===== src/rtl/alu_slice_seq.sv =====
// Multi-cycle ALU that handles WIDTH-bit operands one SLICE-bit slice per clock, LSB first.
// The inter-slice carry is held in a register, and valid/ready handshakes are used on both sides.
module alu_slice_seq #(
  parameter int unsigned WIDTH = 16,
  parameter int unsigned SLICE = 4
) (
  input  logic             clk,
  input  logic             reset,
  input  logic             in_valid,
  output logic             in_ready,
  input  logic [WIDTH-1:0] a,
  input  logic [WIDTH-1:0] b,
  input  logic [2:0]       op,
  output logic             out_valid,
  input  logic             out_ready,
  output logic [WIDTH-1:0] result,
  output logic             cout,
  output logic             overflow,
  output logic             zero,
  output logic             busy
);

  localparam int unsigned NS = WIDTH / SLICE;
  localparam int unsigned CW = (NS > 1) ? $clog2(NS) : 1;

  typedef enum logic [1:0] {IDLE, RUN, DONE} state_e;
  typedef enum logic [2:0] {
    OP_AND = 3'b000,
    OP_OR  = 3'b001,
    OP_ADD = 3'b010,
    OP_SUB = 3'b110,
    OP_SLT = 3'b111
  } op_e;

  state_e state, state_next;

  logic [WIDTH-1:0] a_r, b_r, acc, acc_next, slice_ext, fin_res;
  op_e              op_r;
  logic             carry;
  logic [CW-1:0]    cnt;
  logic             last;
  logic             sub_op;
  logic [SLICE-1:0] slice_a, b_eff, slice_res;
  logic [SLICE:0]   sum;
  logic             c_msb, ovf_raw, fin_cout, fin_ovf;

  assign last = (cnt == CW'(NS - 1));

  always_comb begin
    state_next = state;
    case (state)
      IDLE:    if (in_valid) state_next = RUN;
      RUN:     if (last) state_next = DONE;
      DONE:    if (out_ready) state_next = IDLE;
      default: state_next = IDLE;
    endcase
  end

  // Handshake and busy flags are registered from the next state so they are glitch-free flops.
  always_ff @(posedge clk) begin
    if (reset) begin
      state     <= IDLE;
      in_ready  <= 1'b1;
      out_valid <= 1'b0;
      busy      <= 1'b0;
    end else begin
      state     <= state_next;
      in_ready  <= (state_next == IDLE);
      out_valid <= (state_next == DONE);
      busy      <= (state_next != IDLE);
    end
  end

  always_comb begin
    sub_op  = (op_r == OP_SUB) || (op_r == OP_SLT);
    slice_a = a_r[SLICE-1:0];
    b_eff   = sub_op ? ~b_r[SLICE-1:0] : b_r[SLICE-1:0];
    sum     = {1'b0, slice_a} + {1'b0, b_eff} + {{SLICE{1'b0}}, carry};
    case (op_r)
      OP_AND:                 slice_res = slice_a & b_r[SLICE-1:0];
      OP_OR:                  slice_res = slice_a | b_r[SLICE-1:0];
      OP_ADD, OP_SUB, OP_SLT: slice_res = sum[SLICE-1:0];
      default:                slice_res = '0;
    endcase
    // Operands shift right each cycle; finished slices enter the accumulator from the top.
    slice_ext              = '0;
    slice_ext[SLICE-1:0]   = slice_res;
    acc_next               = (acc >> SLICE) | (slice_ext << (WIDTH - SLICE));
    c_msb                  = slice_a[SLICE-1] ^ b_eff[SLICE-1] ^ sum[SLICE-1];
    ovf_raw                = c_msb ^ sum[SLICE];
    fin_res                = acc_next;
    fin_cout               = 1'b0;
    fin_ovf                = 1'b0;
    case (op_r)
      OP_AND, OP_OR: ;
      OP_ADD, OP_SUB: begin
        fin_cout = sum[SLICE];
        fin_ovf  = ovf_raw;
      end
      OP_SLT: begin
        fin_res    = '0;
        fin_res[0] = sum[SLICE-1] ^ ovf_raw;
      end
      default: fin_res = '0;
    endcase
  end

  always_ff @(posedge clk) begin
    if (reset) begin
      a_r      <= '0;
      b_r      <= '0;
      op_r     <= OP_AND;
      carry    <= 1'b0;
      cnt      <= '0;
      acc      <= '0;
      result   <= '0;
      cout     <= 1'b0;
      overflow <= 1'b0;
      zero     <= 1'b1;
    end else begin
      case (state)
        IDLE: if (in_valid) begin
          a_r   <= a;
          b_r   <= b;
          op_r  <= op_e'(op);
          carry <= (op == OP_SUB) || (op == OP_SLT);
          cnt   <= '0;
          acc   <= '0;
        end
        RUN: begin
          a_r   <= a_r >> SLICE;
          b_r   <= b_r >> SLICE;
          acc   <= acc_next;
          carry <= sum[SLICE];
          cnt   <= cnt + CW'(1);
          if (last) begin
            result   <= fin_res;
            cout     <= fin_cout;
            overflow <= fin_ovf;
            zero     <= (fin_res == '0);
          end
        end
        default: ;
      endcase
    end
  end

endmodule


===== config.mk =====
export PLATFORM = sky130hd
export DESIGN_NAME = alu_slice_seq
export DESIGN_NICKNAME = d
export VERILOG_FILES = /design/src/rtl/alu_slice_seq.sv
export SDC_FILE = /design/constraint.sdc
export NUM_CORES = 1
export LEC_CHECK = 0
export ABC_CLOCK_PERIOD_IN_PS = 3100
export BUFFER_PORTS_ARGS = -buffer_cell sky130_fd_sc_hd__buf_2
export CORE_MARGIN = 4
export CORE_UTILIZATION = 40
export DETAILED_ROUTE_END_ITERATION = 10
export HOLD_SLACK_MARGIN = 0.06
export PLACE_DENSITY_LB_ADDON = 0.2
export SLEW_MARGIN = 40
export SYNTH_ARGS = -nofsm -noshare
export SYNTH_HDL_FRONTEND = slang
export SYNTH_SLANG_ARGS = --single-unit

===== constraint.sdc =====
create_clock -name clk -period 3.1 [get_ports clk]
set_input_delay 0.31 -clock clk [delete_from_list [all_inputs] [get_ports clk]]
set_output_delay 0.31 -clock clk [all_outputs]
set_load 0.05 [all_outputs]

* Word level (Yosys, flattened, before mapping)
Cells that the tools add are included.
** Cells by class
- Add/subtract/negate cells :: 3
- Multiply operators :: 0
- Div/mod/pow operators :: 0
- Order comparisons :: 0
- Equality and inequality tests :: 11
- Shift-type cells :: 0
- Multiplexer cells :: 19
- Bitwise logic cells :: 8
- Reduce and logical (&&, ||, !) cells :: 14
** Operators by type and width (number)
- 16-bit one-hot mux with 2 select lines :: 4
- 16-bit 2-to-1 mux :: 3
- 16-bit zero test :: 1
- 12-bit by 16-bit OR with 16-bit output :: 1
- 3-bit equality test, second input constant :: 4
- 4-bit one-hot mux with 3 select lines :: 1
- 2-bit 2-to-1 mux :: 4
- 2-bit equality test, second input constant :: 3
- 2-bit one-hot mux with 3 select lines :: 1
- 2-bit AND reduction :: 3
- 4-bit by 4-bit adder with 5-bit output :: 1
- 5-bit by 1-bit adder with 5-bit output :: 1
- 4-bit AND :: 1
- 2-bit zero test :: 2
- 4-bit 2-to-1 mux :: 1
- 4-bit NOT :: 1
- 4-bit OR :: 1
- 2-bit one-hot mux with 2 select lines :: 1
- 2-bit nonzero test :: 2
- 4-bit OR reduction :: 1
- 1-bit bitwise XOR :: 4
- 3-bit by 1-bit equality test with 1-bit output, second input constant :: 1
- 3-bit by 2-bit equality test with 1-bit output, second input constant :: 1
- 3-bit zero test :: 1
- 8 further kinds :: 11
** Word-level totals
- Flip-flop bits (word level) :: 78
- Bits in latches :: 0
- Memory bits (writable) :: 0
- Bits in read-only memories :: 0
- Bits of input ports :: 39
- Output and inout bits :: 22
- Word-level logic and storage cells :: 69
- Memories :: 0

* Logic depth before layout (Yosys ltp)
Gate-level depths: netlist of the first run.
- Depth in word-level cells :: 10
- Mapped depth :: 11

* Worst setup path before layout of the first run
Ideal clock, no wire load.
- Kind :: register to register
- From :: register op_r[1]
- To :: register zero
- Setup time :: 0.122 ns
- Data arrival time :: 2.339 ns
- Required time :: 2.978 ns
- Path slack :: 0.639 ns
- Cell stages (with the launch flop) :: 12
- Period minus slack after synthesis :: 2.461 ns
- Cells stage by stage :: dfxtp_1 > buf_2 > nand2_1 > xor2_1 > fa_1 > inv_1 > fa_1 > a21o_1 > o21a_1 > o21ai_0 > a211oi_1 > a221o_1
** On the way
- Word-level cells in the longest chain between the ends :: 10
** Ends and longest elaborated chain
- from (decl) :: RTL line 38 : op_e op_r;
- from (signal assigned) :: RTL line 125 : op_r <= op_e'(op);
- 3-bit equality test :: RTL line 75, 79, 94
- 1-bit logical OR :: RTL line 75 : sub_op = (op_r == OP_SUB) || (op_r == OP_SLT);
- 4-bit 2-to-1 mux :: RTL line 77 : b_eff = sub_op ? ~b_r[SLICE-1:0] : b_r[SLICE-1:0];
- 4-bit by 4-bit adder with 5-bit output :: RTL line 78 : sum = {1'b0, slice_a} + {1'b0, b_eff} + {{SLICE{1'b0}}, carry};
- 5-bit by 1-bit adder with 5-bit output :: RTL line 78
- 1-bit bitwise XOR :: RTL line 89 : c_msb = slice_a[SLICE-1] ^ b_eff[SLICE-1] ^ sum[SLICE-1];
- 1-bit bitwise XOR :: RTL line 90 : ovf_raw = c_msb ^ sum[SLICE];
- 1-bit bitwise XOR :: RTL line 102 : fin_res[0] = sum[SLICE-1] ^ ovf_raw;
- 16-bit one-hot mux with 2 select lines (*) :: RTL line 94 : case (op_r)
- 16-bit zero test (*) :: RTL line 140 : zero <= (fin_res == '0);
- to (signal assigned) :: RTL line 140
- to (decl) :: RTL line 19 : output logic zero,
Every way passes the cells marked *; elsewhere a longest branch is shown, timed or not.
A chain may end at the register's enable or synchronous reset.

* Final worst setup path of the first run
Ends and elaborated chain as after synthesis.

==> results of run 1 <==
how the worst max path moves through the flow:
stage / end / depth (start not counted) / start
finish: zero / 10 / op_r[1]
global route: zero / 10 / op_r[1]
CTS: zero / 10 / op_r[1]
detailed placement: zero / 10 / op_r[1]
global placement: zero / 10 / op_r[1]
floorplan: zero / 11 / op_r[1]
cell families (layout without fill, tap and decap cells):
| family | after synthesis | after routing | share of synthesized area, % |
|---|---|---|---|
| AO/OA/AOI/OAI | 85 | 85 | 20.24 |
| XOR/XNOR | 7 | 7 | 1.941 |
| adder cells (fa/ha/maj) | 9 | 9 | 3.802 |
| buffers and inverters | 37 | 87 | 5.070 |
| flip-flops | 74 | 74 | 46.89 |
| multiplexers | 3 | 3 | 0.9505 |
| AND/OR/NAND/NOR | 159 | 159 | 21.11 |
registers in the layout (all words and copies together) (netlist names), 2 cells and up:
signal,flops
a_r,16
b_r,16
result,16
acc,12
op_r,3
cnt,2
state,2
cells in the mapped netlist:
| master | number |
|---|---|
| and3_1 | 2 |
| a211oi_1 | 5 |
| a221o_1 | 1 |
| a31o_2 | 2 |
| a21o_1 | 2 |
| nand3b_1 | 1 |
| nor4_1 | 2 |
| o21ai_0 | 7 |
| nand2_2 | 1 |
| a211o_1 | 1 |
| and2b_1 | 2 |
| dfxtp_1 | 74 |
| a31oi_1 | 1 |
| ha_1 | 4 |
| o21ai_1 | 1 |
| clkbuf_1 | 15 |
| buf_2 | 14 |
| xnor2_1 | 5 |
| o211a_1 | 1 |
| mux2i_1 | 3 |
| or2_1 | 1 |
| nand2b_1 | 5 |
| o21a_1 | 1 |
| or2_2 | 1 |
| a22oi_1 | 30 |
| maj3_1 | 3 |
| nor3b_1 | 1 |
| a311oi_1 | 25 |
| a21oi_1 | 7 |
| nand2_1 | 58 |
| nor4_2 | 1 |
| xor2_1 | 2 |
| nor2b_1 | 1 |
| inv_1 | 7 |
| nor3_1 | 7 |
| fa_1 | 2 |
| nor2_1 | 73 |
| buf_4 | 1 |
| nand3_1 | 2 |
| and2_1 | 1 |
| a21boi_0 | 1 |
worst min-delay path, stage by stage:
cell     delay (ns)
buf_2          0.07
mux2i_1        0.05
nor2_1         0.07
final cells by class:
cell class	count	area share, %
Timing Repair Buffer	65	9.617
Clock inverter	4	1.379
Tap cell	102	3.430
Multi-Input combinational cell	263	40.99
Sequential cell	74	39.81
Inverter	7	0.7061
Clock buffer	11	4.069
cells in the final DEF (no fill, tap or decap), drive strengths merged, types with 3 or more instances in the layout:
master  Yosys  layout
a211oi      5       5
a21oi       7       7
a22oi      30      30
a311oi     25      25
buf        15      65
clkbuf     15      11
dfxtp      74      74
ha          4       4
inv         7       7
maj3        3       3
mux2i       3       3
nand2      59      59
nand2b      5       5
nor2       73      73
nor3        7       7
nor4        3       3
o21ai       8       8
xnor2       5       5
routing by layer:
layer | global-route usage [%] | vias to the layer above
met3 | 4.975 | 11
met4 | 5.832 | 2
met5 | 0 | -
met2 | 23.94 | 63
met1 | 21.30 | 1293
li1 | - | 1396
per-stage QoR:
step / cell area, µm² / std cells
final: 3721 / 526
after global routing: 3721 / 526
after CTS: 3721 / 526
after detailed placement: 3518 / 511
after global placement: 3491 / 510
after floorplan: 3159 / 374
power by group through the flow:
stage / Combinational (W) / Sequential, W / Clock [W]
2_1_floorplan: 0.000180 / 0.00105 / 0
3_3_place_gp: 0.000247 / 0.00105 / 0
6_report: 0.000252 / 0.00103 / 0.000769
4_1_cts: 0.000255 / 0.00103 / 0.000797
3_5_place_dp: 0.000254 / 0.00105 / 0
5_1_grt: 0.000282 / 0.00104 / 0.000837
==> impl_metrics.yaml, run 1 <==
cells_and_area:
  post-route-util_pct: 48.40
  ff_latch_area_mm2: 0.001481
  final_nets: 465
  syn2layout_area_growth_pct: 17.78
  drive_above_1_share_pct: 20.28
  fillers: 807
  diodes: 0
  multi_input_area_mm2: 0.001525
synth:
  synth_area_mm2: 0.003159
  syn_avg_cell_area_um2: 8.447
  synth.area.top_cells: "dfxtp_1 47%, nor2_1 8.7%, a22oi_1 7.1%"
  yosysUniqueCellTypes: 41
  synthCells: 374
  synth-seq-area-share_pct: 46.89
  yosysTopAreaCell: "dfxtp_1"
  synth_nets: 419
  yosysWarnings: 0
  synth_seq_cells: 74
  yosysTopAreaCellShare_pct: 46.89
floorplan:
  start_util_pct: 41.10
  rows: 32
  coreArea_mm2: 0.007687
  dieArea_mm2: 0.009384
  io_pins: 61
  die_y_um: 96.87
  die_w_um: 96.87
power_and_ir_drop:
  power_density_mw_per_mm2: 550.4
  seq_power_share_pct: 50.2
  switching_share_pct: 26.37
  power.total_w: 0.002048
  switchingPower_w: 0.0005400
  p_leak_nw: 1.578
  power.share.clock_pct: 37.5
  p_int_w: 0.001508
  vdd_ir_drop_max_mv: 0.2456
  p_comb_share_pct: 12.3
sta:
  timing.final.ws_setup_ns: 0.2890
  timing.slew.headroom_pct: 51.16
  hold_viol_final: 0
  rsz0062_at_grt: "no"
  slew_viol_final: 0
  fmax_ghz: 0.3558
  fin_skew_ns: 0.005892
  whs_ns: 0.1917
  finalSetupViolCount: 0
  tns_ns: 0
  period_needed_ns: 2.811
  post-route-period-util_pct: 90.68
  worst_slew_pin_slew_ns: 0.7310
critical_path:
  crit_chain: "nand2_1, xor2_1, fa_1, inv_1, fa_1, a21o_1, o21a_1, o21ai_0, a211oi_1, a221o_1"
  slowest_delay_ns: 0.53
  cp.required_ns: 3.34
  crit_family: "compound AO/OA/AOI/OAI gates"
  r2r_start: "op_r[1]"
  path_buf_inv: 1
  crit-reg2reg-capture: "zero"
  crit_top_cell: "fa_1"
  cp_max_fo: 12
  crit_type: "reg -> reg"
  rrSetupSlack_ns: 0.29
  arrival_ns: 3.05
  crit_slowest_cell: "dfxtp_1"
  cp-start-kind: "flip-flop"
  rr_worst_depth: 10
  cp-end-kind: "flip-flop"
clock_tree:
  htree_levels: 3
  clkTransAtPathRegs_ns: 0.08
  hold_buffers: 0
  cts_made_buffers: 9
  post_cts_resized: 0
  clk_latency_ns: 0.35
  clk_path_buf_depth: 2
  cts_tree: "yes"
  clockRootBuffer: "clkbuf_8"
  clock-sinks: 74
  post_cts_buffers: 0
placed_design:
  dp_slack_ns: 0.3503
  dp_hpwl_um: 5024
  portBuffers: 60
  gp_congestion: 0.8940
worst_hold_path:
  hold_depth: 3
  min-delay-start: "op[0]"
  hp-class: "in -> reg"
  hold_end: "op_r[0]"
drt:
  routed.top_layer: "met5"
  wl_met3_um: 404
  vias: 2765
  met2WireLength_um: 3225
  drtPass1Iterations: 4
  routed_via_density: 5.257
  ant_nets: 0
  wire_per_inst_um: 13.79
  totalWireLength_um: 7251
  drc: 0
  m1WireLength_um: 3503
  drtIter0Drc: 110
global_route:
  first_global_vias: 2541
  grt-ovfl-total: 0
  grt_usage_pct: 15.88
  grt_start_max_net_pins: 46
  antenna_found_initial: 1
  grt_pass1_wl_um: 12270
status:
  outcome: "finished, final reports clean"
job:
  maxCapViolCount: 0
No activity file was read; power rests on OpenSTA's default activity.
==> run 2: changes to the inputs <==
Settings changed: ABC_CLOCK_PERIOD_IN_PS 3100 to 3600.
Clock period 3.1 ns to 3.6 ns, I/O delays scaled along.
==> impl_metrics.yaml, run 2 (synthesis results as in run 1) <==
status:
  outcome: "finished, final reports clean"
cells_and_area:
  drive_above_1_share_pct: 20.09
  final_common_cell: "dfxtp_1"
  fillers: 786
  final_cell_mix: "74 x dfxtp_1, 72 x nor2_1, 60 x buf_2, 58 x nand2_1, 30 x a22oi_1"
  diodes: 0
  syn2layout_area_growth_pct: 17.70
  stdcell_area_mm2: 0.003719
  reg_top3: "a_r (16), b_r (16), result (16)"
  final_nets: 464
floorplan:
  coreArea_mm2: 0.007687
  io_pins: 61
  rows: 32
  dieArea_mm2: 0.009384
  start_util_pct: 41.10
  die_w_um: 96.87
  die_y_um: 96.87
drt:
  drc: 0
  wire_per_inst_um: 13.89
  drtPass1Iterations: 4
  vias: 2727
  routed_via_density: 5.194
  drtIter0Drc: 111
  totalWireLength_um: 7292
  ant_nets: 0
sta:
  fin_skew_ns: 0.01083
  tns_ns: 0
  whs_ns: 0.2664
  timing.slew.headroom_pct: 45.98
  slew_viol_final: 0
  finalSetupViolCount: 0
  hold_viol_final: 0
  post-route-period-util_pct: 77.07
  timing.final.ws_setup_ns: 0.8256
  fmax_ghz: 0.3604
  rsz0062_at_grt: "no"
  period_needed_ns: 2.774
  worst_slew_pin_slew_ns: 0.8086
clock_tree:
  post_cts_buffers: 0
  clkTransAtPathRegs_ns: 0.08
  clk_path_buf_depth: 2
  clk_latency_ns: 0.34
  post_cts_resized: 0
  cts_tree: "yes"
  clockRootBuffer: "clkbuf_8"
  hold_buffers: 0
  clock-sinks: 74
  cts_made_buffers: 9
  htree_levels: 3
critical_path:
  crit_type: "reg -> reg"
  cp.required_ns: 3.83
  arrival_ns: 3.00
  cp-start-kind: "flip-flop"
  cp-end-kind: "flip-flop"
  cp_max_fo: 12
global_route:
  antenna_found_initial: 0
  grt_pass1_wl_um: 12430
  grt_start_max_net_pins: 44
  first_global_vias: 2602
  grt-ovfl-total: 0
  grt_usage_pct: 15.89
job:
  maxCapViolCount: 0
power_and_ir_drop:
  vdd_ir_drop_max_mv: 0.2269
  p_leak_nw: 1.572
  power_density_mw_per_mm2: 485.7
placed_design:
  dp_slack_ns: 0.8609
  portBuffers: 60
  gp_congestion: 0.8919
  dp_hpwl_um: 5026
  placed_area_mm2: 0.003501
worst_hold_path:
  hp-class: "in -> reg"
-- run 2: cell type report --
class / count / area, µm² / share of cell area (%)
Clock inverter: 4 / 76.32 / 2.052
Clock buffer: 11 / 141.4 / 3.802
Sequential cell: 74 / 1481 / 39.84
Tap cell: 102 / 127.6 / 3.432
Timing Repair Buffer: 64 / 337.8 / 9.085
Multi-Input combinational cell: 263 / 1528 / 41.08
Inverter: 7 / 26.28 / 0.7066
-- run 2: final timing paths --
path,startpoint,end,slack (ns),depth (start not counted)
hold reg to reg,overflow,overflow,0.45,2
hold / removal,op[0],op_r[0],0.27,3
setup / recovery,op_r[1],zero,0.83,10
setup reg to reg,op_r[1],zero,0.83,10
-- run 2: metal layers --
metal  track usage [%]  share of wire, %
met1             21.29                49
met2             24.42                45
met3             4.758               5.0
met4             5.292              0.60
met5                 0                 0
-- run 2: critical path: stages (launching register included) --
cell	delay [ns]
dfxtp_1	0.52
nand2_1	0.23
xor2_1	0.23
fa_1	0.22
inv_1	0.06
fa_1	0.40
a21o_1	0.19
o21a_1	0.18
o21ai_0	0.24
a211oi_1	0.07
a221o_1	0.31
-- run 2: stage by stage --
| step | std cells | utilization (%) | power, W |
|---|---|---|---|
| finish | 525 | 48.37 | 0.001806 |
| global route | 525 | 48.37 | 0.001898 |
| detailed placement | 510 | 45.54 | 0.001119 |
| global placement | 509 | 45.31 | 0.001114 |
| floorplan | 374 | - | 0.001055 |
| CTS | 525 | 48.37 | 0.001829 |
-- run 2: where the power goes --
part           internal [W]  switching [W]
Sequential         0.000856      0.0000291
Clock              0.000407       0.000299
Combinational     0.0000860       0.000129
==> run 3: changes to the inputs <==
Settings changed: ABC_AREA from default to 1, ABC_CLOCK_PERIOD_IN_PS 3600 to 2470.
Clock period 3.6 ns to 2.47 ns, I/O delays scaled along.
==> impl_metrics.yaml, run 3 <==
cells_and_area:
  post-route-util_pct: 48.61
  stdcell_area_mm2: 0.003776
  final_cell_mix: "134 x nand2_1, 74 x dfxtp_1, 60 x buf_2, 46 x o21ai_0, 46 x a21oi_1"
  syn2layout_area_growth_pct: 17.16
  final_common_cell: "nand2_1"
  final_nets: 539
  diodes: 0
  drive_above_1_share_pct: 18.88
  reg_top3: "a_r (16), b_r (16), result (16)"
synth:
  synth.area.top_cells: "dfxtp_1 46%, nand2_1 16%, a21oi_1 7.1%"
  yosys-top-cells-count: "134 x nand2_1, 74 x dfxtp_1, 46 x a21oi_1, 46 x o21ai_0, 26 x nand3_1"
  yosysTopAreaCellShare_pct: 45.96
  yosysTopAreaCell: "dfxtp_1"
  ys.flop_type: "dfxtp_1"
  synth.most_common_cell: "nand2_1"
  synth_edf_count: 0
  synth_seq_cells: 74
  syn_avg_cell_area_um2: 7.309
  synth-seq-area-share_pct: 45.96
  yosysUniqueCellTypes: 25
  synth_area_mm2: 0.003223
  synth_nets: 486
  synthCells: 441
  yosysWarnings: 0
  async_flop_share_pct: 0
power_and_ir_drop:
  p_leak_nw: 1.685
  p_comb_share_pct: 14.9
  power.total_w: 0.002620
  switchingPower_w: 0.0007342
  switching_share_pct: 28.02
  vdd_ir_drop_max_mv: 0.3689
  p_int_w: 0.001886
  power_density_mw_per_mm2: 693.8
  power.share.clock_pct: 35.3
  seq_power_share_pct: 49.8
drt:
  vias: 3020
  ant_nets: 0
  drtPass1Iterations: 5
  totalWireLength_um: 7977
  routed_via_density: 5.033
  drtIter0Drc: 175
  wire_per_inst_um: 13.30
  drc: 0
clock_tree:
  post_cts_resized: 0
  clk_latency_ns: 0.35
  clockRootBuffer: "clkbuf_8"
  clk_path_buf_depth: 2
  post_cts_buffers: 0
  cts_tree: "yes"
  cts_made_buffers: 9
  clkTransAtPathRegs_ns: 0.08
  clock-sinks: 74
  htree_levels: 3
  hold_buffers: 0
sta:
  fmax_ghz: 0.4446
  timing.slew.headroom_pct: 58.08
  slew_viol_final: 0
  hold_viol_final: 0
  post-route-period-util_pct: 91.06
  worst_slew_pin_slew_ns: 0.6280
  rsz0062_at_grt: "no"
  period_needed_ns: 2.249
  tns_ns: 0
  fin_skew_ns: 0.008252
  finalSetupViolCount: 0
critical_path:
  cp.required_ns: 2.77
  crit_type: "reg -> reg"
  cp-start-kind: "flip-flop"
  cp_max_fo: 5
  cp-end-kind: "flip-flop"
  arrival_ns: 2.55
global_route:
  first_global_vias: 2851
  antenna_found_initial: 0
  grt_start_max_net_pins: 52
  grt_usage_pct: 16.98
  grt-ovfl-total: 0
  grt_pass1_wl_um: 13340
status:
  outcome: "finished, final reports clean"
worst_hold_path:
  hp-class: "in -> reg"
floorplan:
  io_pins: 61
  dieArea_mm2: 0.009558
  start_util_pct: 41.49
  coreArea_mm2: 0.007767
  die_w_um: 97.77
  rows: 32
  die_y_um: 97.77
placed_design:
  gp_congestion: 0.9120
  dp_hpwl_um: 5542
  portBuffers: 60
  placed_area_mm2: 0.003590
job:
  maxCapViolCount: 0
==> run 3: cell count changes in the layout (fill, tap and decap cells not counted), sizes merged, moves of 24 or more <==
cell,before,now
nor2,73,14
o21ai,8,46
a21oi,7,46
a31oi,1,25
a22oi,30,0
a311oi,25,0
nand2,59,141
nand3,2,27
==> run 3: kinds of logic (layout without fill, tap and decap cells) <==
group                      count (synthesis)  in the layout  synth area share, %
AOI/OAI and AO/OA                        118            118                19.37
xor gates and xnor gates                   4              4                1.087
buffers and inverters                     53            110                6.793
DFF                                       74             74                45.96
and+or+nand+nor                          185            185                23.68
adders and majority gates                  7              7                3.106
==> run 3: critical path, stage by stage, from the launching register on <==
cell	delay [ns]
dfxtp_1	0.44
nand2_2	0.15
xor2_1	0.17
fa_1	0.36
inv_1	0.10
fa_1	0.41
nand3_1	0.09
nand3_1	0.11
nand2_1	0.09
nand2_1	0.06
nor2_1	0.08
nand3_1	0.08
nand2_1	0.06
==> run 3: worst paths after layout <==
path | startpoint | endpoint | slack, ns | cells past startpoint
setup reg to reg | op_r[2] | zero | 0.22 | 12
setup / recovery | op_r[2] | zero | 0.22 | 12
hold / removal | b[13] | b_r[13] | 0.14 | 3
hold reg to reg | cnt[0] | cnt[0] | 0.46 | 1
==> run 3: cell type report <==
class	instances	area, µm²
Inverter	28	105.1
Tap cell	102	127.6
Clock buffer	13	148.9
Timing Repair Buffer	67	352.8
Multi-Input combinational cell	314	1523
Fill cell	821	3991
Clock inverter	2	37.54
Sequential cell	74	1481
==> run 3: through the flow <==
stage	hold WS [ns]	std cells	setup slack [ns]
final	0.1445	600	0.2208
after global routing	0.1466	600	0.07820
after CTS	0.1367	600	0.2289
after detailed placement	0.4522	585	0.2617
after global placement	0.4478	585	0.3138
after floorplan	0.3960	441	0.4025
==> run 3: per-layer routing <==
layer	part of all wire (%)	vias to the layer above	GRT usage [%]
met5	0	-	0
met4	1.5	0	6.070
met3	5.6	11	3.857
met2	45	69	27.15
met1	48	1369	22.57
li1	-	1571	-
==> run 3: power groups by stage <==
stage | registers, W | logic, W | clock network [W]
floorplan | 0.00133 | 0.000279 | 0
global placement | 0.00133 | 0.000382 | 0
detailed placement | 0.00133 | 0.000387 | 0
CTS | 0.00131 | 0.000390 | 0.000938
global route | 0.00132 | 0.000447 | 0.000990
finish | 0.00131 | 0.000390 | 0.000924
